===== config.mk =====
export PLATFORM = sky130hd
export DESIGN_NAME = ricerca_binaria
export DESIGN_NICKNAME = d
export VERILOG_FILES = /design/src/rtl/ricerca_binaria_pkg.sv /design/src/rtl/ricerca_binaria.sv
export SDC_FILE = /design/constraint.sdc
export NUM_CORES = 1
export LEC_CHECK = 0
export BUFFER_PORTS_ARGS = -buffer_cell sky130_fd_sc_hd__buf_2
export CORE_MARGIN = 2
export CORE_UTILIZATION = 55
export DETAILED_ROUTE_END_ITERATION = 8
export PLACE_DENSITY = 0.9
export SYNTH_ARGS = -nofsm -noshare
export SYNTH_HDL_FRONTEND = slang
export SYNTH_SLANG_ARGS = --single-unit
export TNS_END_PERCENT = 5

===== constraint.sdc =====
create_clock -name clk -period 4.1 [get_ports clk]
set_input_delay 1.23 -clock clk [delete_from_list [all_inputs] [get_ports clk]]
set_output_delay 1.23 -clock clk [all_outputs]
set_load 0.05 [all_outputs]

===== src/rtl/ricerca_binaria_pkg.sv =====
// Shared definitions for the successive-approximation search controller:
// default width and the 2-bit state encoding.
package ricerca_binaria_pkg;

  localparam int N_DEF = 4;

  typedef enum logic [1:0] {
    IDLE     = 2'd0,
    PROVA    = 2'd1,
    VERIFICA = 2'd2,
    FINE     = 2'd3
  } stato_t;

endpackage


===== src/rtl/ricerca_binaria.sv =====
// Closed-loop MSB-first search driving comparator A; one trial per clock,
// done 2..N+2 cycles after start is accepted; start is ignored while busy.
module ricerca_binaria
  import ricerca_binaria_pkg::*;
#(
  parameter int N = N_DEF
) (
  input  logic         clk,
  input  logic         rst,
  input  logic         start,
  input  logic         gt,
  input  logic         eq,
  input  logic         lt,
  output logic [N-1:0] guess,
  output logic         busy,
  output logic         done,
  output logic [N-1:0] result,
  output logic         found,
  output logic         errore
);

  localparam int IW = (N > 1) ? $clog2(N) : 1;

  stato_t        r_state;
  stato_t        w_next;
  logic [N-1:0]  r_guess;
  logic [N-1:0]  r_result;
  logic [IW-1:0] r_idx;
  logic          r_found;
  logic          r_errore;
  logic [N-1:0]  w_trial;
  logic          w_ok;

  assign w_ok = $onehot({gt, eq, lt});

  // Candidate for the next trial: resolve the current bit, then probe the next lower one.
  always_comb begin
    w_trial = r_guess;
    if (gt) begin
      w_trial[r_idx] = 1'b0;
    end
    if (r_idx != '0) begin
      w_trial[r_idx - IW'(1)] = 1'b1;
    end
  end

  always_ff @(posedge clk or posedge rst) begin
    if (rst) begin
      r_state <= IDLE;
    end else begin
      r_state <= w_next;
    end
  end

  always_comb begin
    w_next = r_state;
    case (r_state)
      IDLE: begin
        if (start) begin
          w_next = PROVA;
        end
      end
      PROVA: begin
        if (!w_ok || eq) begin
          w_next = FINE;
        end else if (r_idx == '0) begin
          w_next = VERIFICA;
        end
      end
      VERIFICA: w_next = FINE;
      FINE:     w_next = IDLE;
      default:  w_next = IDLE;
    endcase
  end

  always_ff @(posedge clk or posedge rst) begin
    if (rst) begin
      r_guess  <= '0;
      r_result <= '0;
      r_idx    <= '0;
      r_found  <= 1'b0;
      r_errore <= 1'b0;
    end else begin
      case (r_state)
        IDLE: begin
          if (start) begin
            r_found  <= 1'b0;
            r_errore <= 1'b0;
            r_result <= '0;
            r_idx    <= IW'(N - 1);
            r_guess  <= {1'b1, {(N-1){1'b0}}};
          end
        end
        PROVA: begin
          if (!w_ok) begin
            r_errore <= 1'b1;
            r_found  <= 1'b0;
          end else if (eq) begin
            r_result <= r_guess;
            r_found  <= 1'b1;
          end else begin
            r_guess <= w_trial;
            if (r_idx != '0) begin
              r_idx <= r_idx - IW'(1);
            end
          end
        end
        VERIFICA: begin
          if (!w_ok) begin
            r_errore <= 1'b1;
            r_found  <= 1'b0;
          end else begin
            r_result <= r_guess;
            r_found  <= eq;
          end
        end
        FINE: begin
          r_guess <= '0;
        end
        default: begin
          r_guess <= '0;
        end
      endcase
    end
  end

  assign guess  = r_guess;
  assign result = r_result;
  assign found  = r_found;
  assign errore = r_errore;
  assign busy   = (r_state == PROVA) || (r_state == VERIFICA);
  assign done   = (r_state == FINE);

endmodule

### After elaboration in Yosys (flattened, before gate mapping)

Cells that the tools add are included.

| word-level totals | value |
|---|---|
| register bits after elaboration | 14 |
| latch bits | 0 |
| RAM bits | 0 |
| memory bits (read-only) | 0 |
| bits of input ports | 6 |
| output and inout bits | 12 |
| logic and storage cells | 79 |
| memories | 0 |

| operators by class | value |
|---|---|
| add/sub/neg operators | 3 |
| multiply operators | 0 |
| div/mod/pow operators | 0 |
| $lt $le $gt $ge | 4 |
| equal/unequal tests | 13 |
| shifts and indexed selects | 0 |
| multiplexer cells | 31 |
| bitwise gates (word level) | 3 |
| reduce and logical (&&, ||, !) cells | 19 |

Operator list:

| kind | count |
|---|---|
| 4-bit two-way mux | 9 |
| 4-bit case mux with 3 select lines | 2 |
| 2-bit two-way mux | 7 |
| 2-bit inequality test, second input constant | 7 |
| 5-bit AND reduction | 2 |
| 2-bit case mux with 4 select lines | 1 |
| 1-bit two-way mux | 7 |
| 2-bit by 3-bit < comparator with 1-bit output, second input constant | 2 |
| 3-bit inequality test, second input constant | 2 |
| 3-bit AND reduction | 2 |
| 2-bit nonzero test | 3 |
| 3-bit nonzero test | 2 |
| 4-bit AND | 1 |
| 1-bit demux with 2-bit select | 2 |
| 2-bit by 1-bit equality test with 1-bit output, second input constant | 2 |
| 2-bit equality test, second input constant | 2 |
| 2-bit by 1-bit greater-or-equal comparator with 1-bit output, second input constant | 2 |
| 2-bit logical NOT | 2 |
| 4-bit NOT | 1 |
| 4-bit bitwise OR | 1 |
| 2-bit case mux with 2 select lines | 1 |
| 4-bit AND reduction | 1 |
| 1-bit case mux with 3 select lines | 1 |
| 1-bit by 1-bit adder with 2-bit output | 1 |
| other kinds (8) | 10 |

### Depth between registers and ports, before layout

Gate-level depths: netlist of run 1.

| depth | value |
|---|---|
| depth in word-level cells | 12 |
| depth in mapped cells | 8 |
| gate-level depth less buffers | 6 |

### Worst setup path after synthesis of run 1

No wires, ideal clock.

| timing | value |
|---|---|
| path type | input -> register |
| start point | in gt |
| end point | reg r_state[1] |
| library setup time | 125 ps |
| arrival | 2566 ps |
| data required time | 3975 ps |
| slack | 1409 ps |
| stages on the path | 6 |
| buffers on the path | 1 |
| cells stage by stage | fa_1 and4bb_4 nor2b_4 buf_6 nor2_2 mux2_4 |

| on the way | value |
|---|---|
| cells in the longest elaborated chain, start to end | 6 |
| elaborated cells on any way between the ends | 8 |
| classes of those cells | add/sub: 1; eq/ne: 2; mux: 2; reduce/logical: 3 |

RTL lines:

| item | line | text |
|---|---|---|
| from (decl) | ricerca_binaria.sv:11 | `input logic gt,` |
| 2-bit by 1-bit adder with 2-bit output (implied by the code) * | ricerca_binaria.sv:34 | `assign w_ok = $onehot({gt, eq, lt});` |
| 2-bit by 1-bit equality test with 1-bit output * | ricerca_binaria.sv:34 |  |
| 1-bit logical NOT * | -- |  |
| 1-bit logical OR * | ricerca_binaria.sv:64 | `if (!w_ok \|\| eq) begin` |
| 2-bit two-way mux or 3-bit inequality test (tied branches) | -- |  |
| 2-bit case mux with 4 select lines or 2-bit AND reduction (tied branches) | -- |  |
| to (signal assigned) | ricerca_binaria.sv:51 | `r_state <= w_next;` |
| to (decl) | ricerca_binaria.sv:24 | `stato_t r_state;` |

Every way passes the cells marked *; elsewhere a longest branch is shown, timed or not.
A chain may end at the register's enable or synchronous reset.

### Worst setup path after layout of run 1

| timing | value |
|---|---|
| start point | reg r_state[1] |
| end point | out busy |

| on the way | value |
|---|---|
| cells in the longest elaborated chain, start to end | 2 |
| elaborated cells on any way between the ends | 3 |
| classes of those cells | eq/ne: 2; reduce/logical: 1 |

RTL lines:

| item | line | text |
|---|---|---|
| 2-bit by 1-bit equality test with 1-bit output or 2-bit equality test (tied branches) | ricerca_binaria.sv:131 | `assign busy = (r_state == PROVA) \|\| (r_state == VERIFICA);` |
| 1-bit logical OR * | ricerca_binaria.sv:131 |  |
| to (decl) | ricerca_binaria.sv:15 | `output logic busy,` |

Marks and branches as above.

==> results of run 1 <==
-- worst max-delay path, cell delays in order (launching register included) --
cell and delay, ns:
dfrtp_1 0.46, inv_1 0.11, ha_1 0.43, buf_2 0.31
-- cells in the final DEF (no fill, tap or decap), types with 2 or more instances in the layout --
master and n:
nor2b_1 2, clkbuf_4 3, nor3_1 3, a21oi_1 9
dfrtp_1 14, buf_2 17, o21ai_0 4, ha_1 10
nor2_1 4, mux2i_1 4, nand2_1 8, nand2b_1 3
o2bb2ai_1 3, inv_1 11
-- state kept, by name (all words and copies together), names as in the netlist --
| register | cells |
|---|---|
| guess | 4 |
| found | 1 |
| r_idx | 2 |
| r_state | 2 |
| errore | 1 |
| result | 4 |
-- per-layer routing --
| layer | vias to the layer above | global-route usage | part of all wire |
|---|---|---|---|
| met5 | - | 0 | 0 |
| met4 | 0 | 0.149 | 0.040 |
| li1 | 366 | - | - |
| met2 | 27 | 0.315 | 0.48 |
| met3 | 9 | 0.0238 | 0.034 |
| met1 | 363 | 0.275 | 0.44 |
-- per-stage QoR --
stage                     setup WS [ns]  area (µm²)  instances  total power, mW
after detailed placement           1.19        1030        127            0.728
after CTS                          1.29        1070        131            0.838
after global placement             1.23        1030        127            0.711
final                              1.26        1070        131            0.839
after global routing               1.20        1070        131            0.883
after floorplan                    1.41         958         96            0.637
-- final cells by class --
class,instances,area share
multi-input cells,68,0.501
inverters,11,0.0386
flip-flops and latches,14,0.327
repair buffers,17,0.0794
clock buffers,4,0.0339
well taps,17,0.0199
-- cell families (layout without fill, tap and decap cells) --
group,count (synthesis),count (layout),share of synthesized area
compound gates,25,25,0.180
fa+ha+maj,11,11,0.151
buf+inv,14,32,0.0744
flops,14,14,0.366
mux,6,6,0.0692
simple gates,26,26,0.159
-- power by group --
part | leakage [nW] | internal (mW) | switching, mW
sequential | 0.175 | 0.178 | 0.0435
combinational | 0.337 | 0.177 | 0.336
clock | 0.0210 | 0.0542 | 0.0503
total | 0.533 | 0.409 | 0.430
-- worst max path at each step --
| stage | endpoint | slack, ns | cells after the start |
|---|---|---|---|
| after floorplan | r_state[1] | 1.41 | 6 |
| after global placement | r_state[1] | 1.23 | 6 |
| after detailed placement | r_state[1] | 1.19 | 6 |
| after CTS | busy | 1.29 | 3 |
| after global routing | busy | 1.20 | 3 |
| final | busy | 1.26 | 3 |
==> summary.md, run 1 <==
| Metric | Value |
|---|---|
| Status | finished clean |
| Placement row count | 15 |
| Hold/Removal Path Class | reg -> reg |
| RSZ-0062 raised after global routing | no |
| Die H | ~46 µm |
| CP Max Fanout | 8 |
| Ys async rst share | 1.00 |
| CP arrival | around 1.6 ns |
| Congestion Overflow GR | 0 |
| Initial antenna violation count | 0 |
| Hold-fix buffers, CTS | 0 |
| Synth unique cells | 32 |
| Final worst path period need | about 2.8 ns |
| Register area share after synthesis | 0.366 |
| Least-Margin Pin Slew | 0.636 ns |
| Vias in the first global route | around 700 |
| Post-CTS Setup Inserts | 0 |
| Fillers | about 140 |
| Hold slack final | between 0.5 and 0.6 ns |
| Clk sinks | 14 |
| Area contributors post-synth | dfrtp_1, ha_1, a21oi_1, inv_1, mux2i_1 |
| Hold path depth | 1 |
| Final setup fails | 0 |
| Mean Syn Cell Area | 9.98 µm² |
| Wire per inst | between 15 and 20 µm |
| FMAX | about 350 MHz |
| Flops & latches, synth | 14 |
| Synth top cells by count | dfrtp_1, inv_1, ha_1 |
| Hold_sp | found |
| Inserted Clock Buffers | 3 |
| R2r worst-path depth | 6 |
| PD cells | between 700 and 800 nW/µm² |
| Yosys warnings | 0 |
| RR Endpoint | result[1] |
| Final Hold Fails | 0 |
| Max-cap check violation count | 0 |
| GRT Total Usage | 0.209 |
| Worst Hold End | found |
| Worst ir drop on vdd | a little under 500 µV |
| Top-area cell type share of the netlist area | 0.366 |
| Placer's final routability congestion estimate | 0.875 |
| Fraction of layout cells with a size suffix above 1 | 0.246 |
| Post-synth net total | 113 |
| Residual DRC | 0 |
| First-pass GRT wire length | 3050 µm |
| Clock root buffer | clkbuf_4 |
| Post-synth EDFFs | 0 |
| CTS tree | done |
| Final worst-path cycle share | 0.691 |
| Die X | around 46 µm |
| Crit path launch | r_state[1] |
| Die area | between 2000 and 2500 µm² |
| # diodes | 0 |
| Area leader, netlist | dfrtp_1 |
| Reg area | 350 µm² |
| Fin util | 0.634 |
| Pin count of the biggest net entering global routing | 15 |
| Top Ports | 18 |
| Starting Density | 0.567 |
| Worst-Skew Late Latency | 0.29 ns |
| H-Tree Depth | 1 |
| Pre-antenna DRT Iters | 4 |
| Pleak | 0.533 nW |
| Reg2reg setup slack | between 2 and 2.5 ns |
| Synthesized cell area | ~960 µm² |
| Nets | roughly 130 |
| Multi-input logic area | 537 µm² |
| Setup TNS | 0 ns |
| CTS Buffer Depth | 2 |
| Final clock skew | roughly 0.007 ns |
| Post-Synthesis Cells | 96 |
| Pins Over Slew Limit | 0 |
| Main synth FF type | dfrtp_1 |
| Critical Path RT | approximately 2.9 ns |
| Post-Route WL | approximately 2000 µm |
| PortBufs | 17 |
| P&R area growth vs syn | 11.7% |
| Core area | approximately 1700 µm² |
| Worst-path clk slew | approximately 0.09 ns |
| Post-cts sizing count | 0 |
| Relative max-transition margin | 0.575 |
| Most common cell in the netlist | dfrtp_1 |
| ANT nets after route | 0 |
| CP Capture Type | output pin |
| Vias/cell | just under 6 |
| Final HPWL DP | about 1500 µm |
| Worst setup SP type | register |
| 1st-iter DRT viols | 23 |
| Setup Crit Path Kind | reg -> out |
| Crit Reg-Reg Startpoint | r_state[0] |
| DR vias | around 770 |
(Power assumes the default switching activity.)
==> run 2, diff against run 1 <==
--- a/config.mk
+++ b/config.mk
@@ -7,9 +7,9 @@
 export LEC_CHECK = 0
 export BUFFER_PORTS_ARGS = -buffer_cell sky130_fd_sc_hd__buf_2
 export CORE_MARGIN = 2
-export CORE_UTILIZATION = 55
+export CORE_UTILIZATION = 53
 export DETAILED_ROUTE_END_ITERATION = 8
-export PLACE_DENSITY = 0.9
+export PLACE_DENSITY = 0.88
 export SYNTH_ARGS = -nofsm -noshare
 export SYNTH_HDL_FRONTEND = slang
 export SYNTH_SLANG_ARGS = --single-unit
==> constraint.sdc (replaced) <==
create_clock -name clk -period 2.9 [get_ports clk]
set_input_delay 0.87 -clock clk [delete_from_list [all_inputs] [get_ports clk]]
set_output_delay 0.87 -clock clk [all_outputs]
set_load 0.05 [all_outputs]
==> run 2 against run 1 <==
Against the previous run: die area up 3.4%; combinational power up 40%; critical path depth unchanged; power up 41%; sequential power up 42%; sequential cell count unchanged; non-clock buffer count unchanged; register-to-register slack worse by 1.2 ns; worst setup slack worse by 0.85 ns; worst hold slack worse by 0.0098 ns; cell count up 6.1%; critical endpoint unchanged; largest power group unchanged; highest routed layer unchanged.
==> summary.md, run 2 (synthesized netlist as in run 1, its figures left out) <==
| Metric | Value |
|---|---|
| Clock root buffer | clkbuf_4 (unchanged) |
| DR vias | 780 (was 765) |
| Die area | 2160 µm² (was 2090 µm²) |
| Int Pwr | 0.577 mW (was 0.409 mW) |
| CP arrival | 1.62 ns (was 1.61 ns) |
| Top Ports | 18 (unchanged) |
| Critical Path RT | 2.03 ns (was 2.87 ns) |
| # diodes | 0 (unchanged) |
| Die H | 46.5 µm (was 45.7 µm) |
| Dpl ws | 0.356 ns (was 1.19 ns) |
| First-pass GRT wire length | 3550 µm (was 3050 µm) |
| Least-Margin Pin Slew | 0.624 ns (was 0.636 ns) |
| Residual DRC | 0 (unchanged) |
| GRT Total Usage | 0.235 (was 0.209) |
| Placer's final routability congestion estimate | 0.890 (was 0.875) |
| Vias in the first global route | 779 (was 694) |
| Sw Ratio | 0.511 (was 0.512) |
| CP Max Fanout | 8 (unchanged) |
| P&R area growth vs syn | 12.8% (was 11.7%) |
| Die X | 46.5 µm (was 45.7 µm) |
| Worst setup SP type | register (unchanged) |
| Wire per inst | 14.4 µm (was 15.3 µm) |
| FMAX | 402 MHz |
| Worst-path clk slew | 0.10 ns (was 0.09 ns) |
| PD cells | 1090 nW/µm² (was 783 nW/µm²) |
| Final worst-path cycle share | 0.858 |
| Final setup fails | 0 (unchanged) |
| CTS tree | done (unchanged) |
| Worst Setup Slack, final | 0.411 ns (was 1.26 ns) |
| Initial antenna violation count | 0 (unchanged) |
| Placement row count | 15 (unchanged) |
| Fraction of layout cells with a size suffix above 1 | 0.246 (unchanged) |
| Critical path cell sequence | inv_1 > ha_1 > buf_2 (unchanged) |
| Final Hold Fails | 0 (unchanged) |
| Congestion Overflow GR | 0 (unchanged) |
| Clk sinks | 14 (unchanged) |
| Commonest non-fill, non-tap cell in the layout | buf_2 (unchanged) |
| 1st-iter DRT viols | 14 (was 23) |
| # placed instances | 135 (was 127) |
| Worst ir drop on vdd | 739 µV (was 480 µV) |
| Pin count of the biggest net entering global routing | 15 (unchanged) |
| Post-CTS Setup Inserts | 0 (unchanged) |
| Sequential share of power | 0.265 (was 0.264) |
| Pre-antenna DRT Iters | 4 (unchanged) |
| Fillers | 138 (unchanged) |
| Post-cts sizing count | 0 (unchanged) |
| NetSw | 0.603 mW (was 0.430 mW) |
| Slowest CP cell | dfrtp_1 (unchanged) |
| Nets | 132 (unchanged) |
| Post-Route WL | 2000 µm (was 2010 µm) |
| Setup TNS | 0 ns (unchanged) |
| Setup Crit Path Kind | reg -> out (unchanged) |
| Worst-Skew Late Latency | 0.30 ns (was 0.29 ns) |
| Hold-fix buffers, CTS | 0 (unchanged) |
| Worst stage delay on the critical path | 0.46 ns (about the same) |
| Multi-input logic area | 537 µm² (unchanged) |
| Starting Density | 0.561 (was 0.567) |
| Core area | 1710 µm² (was 1690 µm²) |
| Final clock skew | 0.0119 ns (was 0.00693 ns) |
| CTS Buffer Depth | 2 (unchanged) |
| Final HPWL DP | 1540 µm (was 1490 µm) |
| H-Tree Depth | 1 (unchanged) |
| Fin util | 0.633 (was 0.634) |
| Vias/cell | 5.61 (was 5.84) |
| Relative max-transition margin | 0.583 (was 0.575) |
| Total power | 1.18 mW (was 0.839 mW) |
| Pleak | 0.533 nW (unchanged) |
| ANT nets after route | 0 (unchanged) |
| Clock share of power | 0.125 (about the same) |
| Commonest non-fill, non-tap cells in the layout | buf_2, dfrtp_1, inv_1 (unchanged) |
| Final worst path period need | between 2 and 2.5 ns |
| Inserted Clock Buffers | 3 (unchanged) |
| Pins Over Slew Limit | 0 (unchanged) |
| RSZ-0062 raised after global routing | no (unchanged) |
| Post-route non-filler standard cell count | 139 (was 131) |
| CP Capture Type | output pin (unchanged) |
| Reg area | 350 µm² (unchanged) |
| Status | finished clean (unchanged) |
| Comb power frac | 0.610 (was 0.612) |
| Max-cap check violation count | 0 (unchanged) |
| Hold/Removal Path Class | reg -> reg (unchanged) |
| PortBufs | 17 (unchanged) |
run 2: cell counts in the layout (fill, tap and decap cells not counted):
Identical to the previous run, type by type.
run 2: final timing paths:
kind / from / endpoint / slack [ns] / cells after the start
max: r_state[1] / busy / 0.41 / 3
max reg2reg: r_state[1] / result[0] / 0.88 / 6
min in group asynchronous: rst / result[2] / 0.59 / 2
min reg2reg: found / found / 0.51 / 1
max in group asynchronous: rst / guess[1] / 1.94 / 2
min: found / found / 0.51 / 1
run 2: routing by layer:
layer,track usage,vias to the layer above,wire (µm)
met5,0,-,0
met4,0.131,0,84
met3,0.0471,9,71
met2,0.369,20,1000
met1,0.297,382,842
li1,-,369,-
run 2: worst max-delay path: cells and delay by family, from the launching register on:
family	cells	cell delay [ns]
adders and majority gates	1	0.43
buffers and inverters	2	0.43
DFF	1	0.46
run 2: power groups by stage:
stage,Sequential [mW],Combinational (mW),Clock [mW]
2_1_floorplan,0.403,0.499,0
3_3_place_gp,0.312,0.697,0
3_5_place_dp,0.315,0.714,0
4_1_cts,0.311,0.721,0.148
5_1_grt,0.322,0.793,0.153
6_report,0.313,0.720,0.147
run 2: per-stage QoR:
| step | hold WS [ns] | cell area, µm² |
|---|---|---|
| after floorplan | 0.505 | 958 |
| after global placement | 0.493 | 1040 |
| after detailed placement | 0.494 | 1040 |
| after CTS | 0.516 | 1080 |
| after global routing | 0.539 | 1080 |
| final | 0.510 | 1080 |
run 2: final cells by class:
type / count / area share
Clock buffer: 4 / 0.0336
Timing Repair Buffer: 17 / 0.0787
Sequential cell: 14 / 0.324
Inverter: 11 / 0.0382
Multi-Input combinational cell: 68 / 0.497
Tap cell: 25 / 0.0289
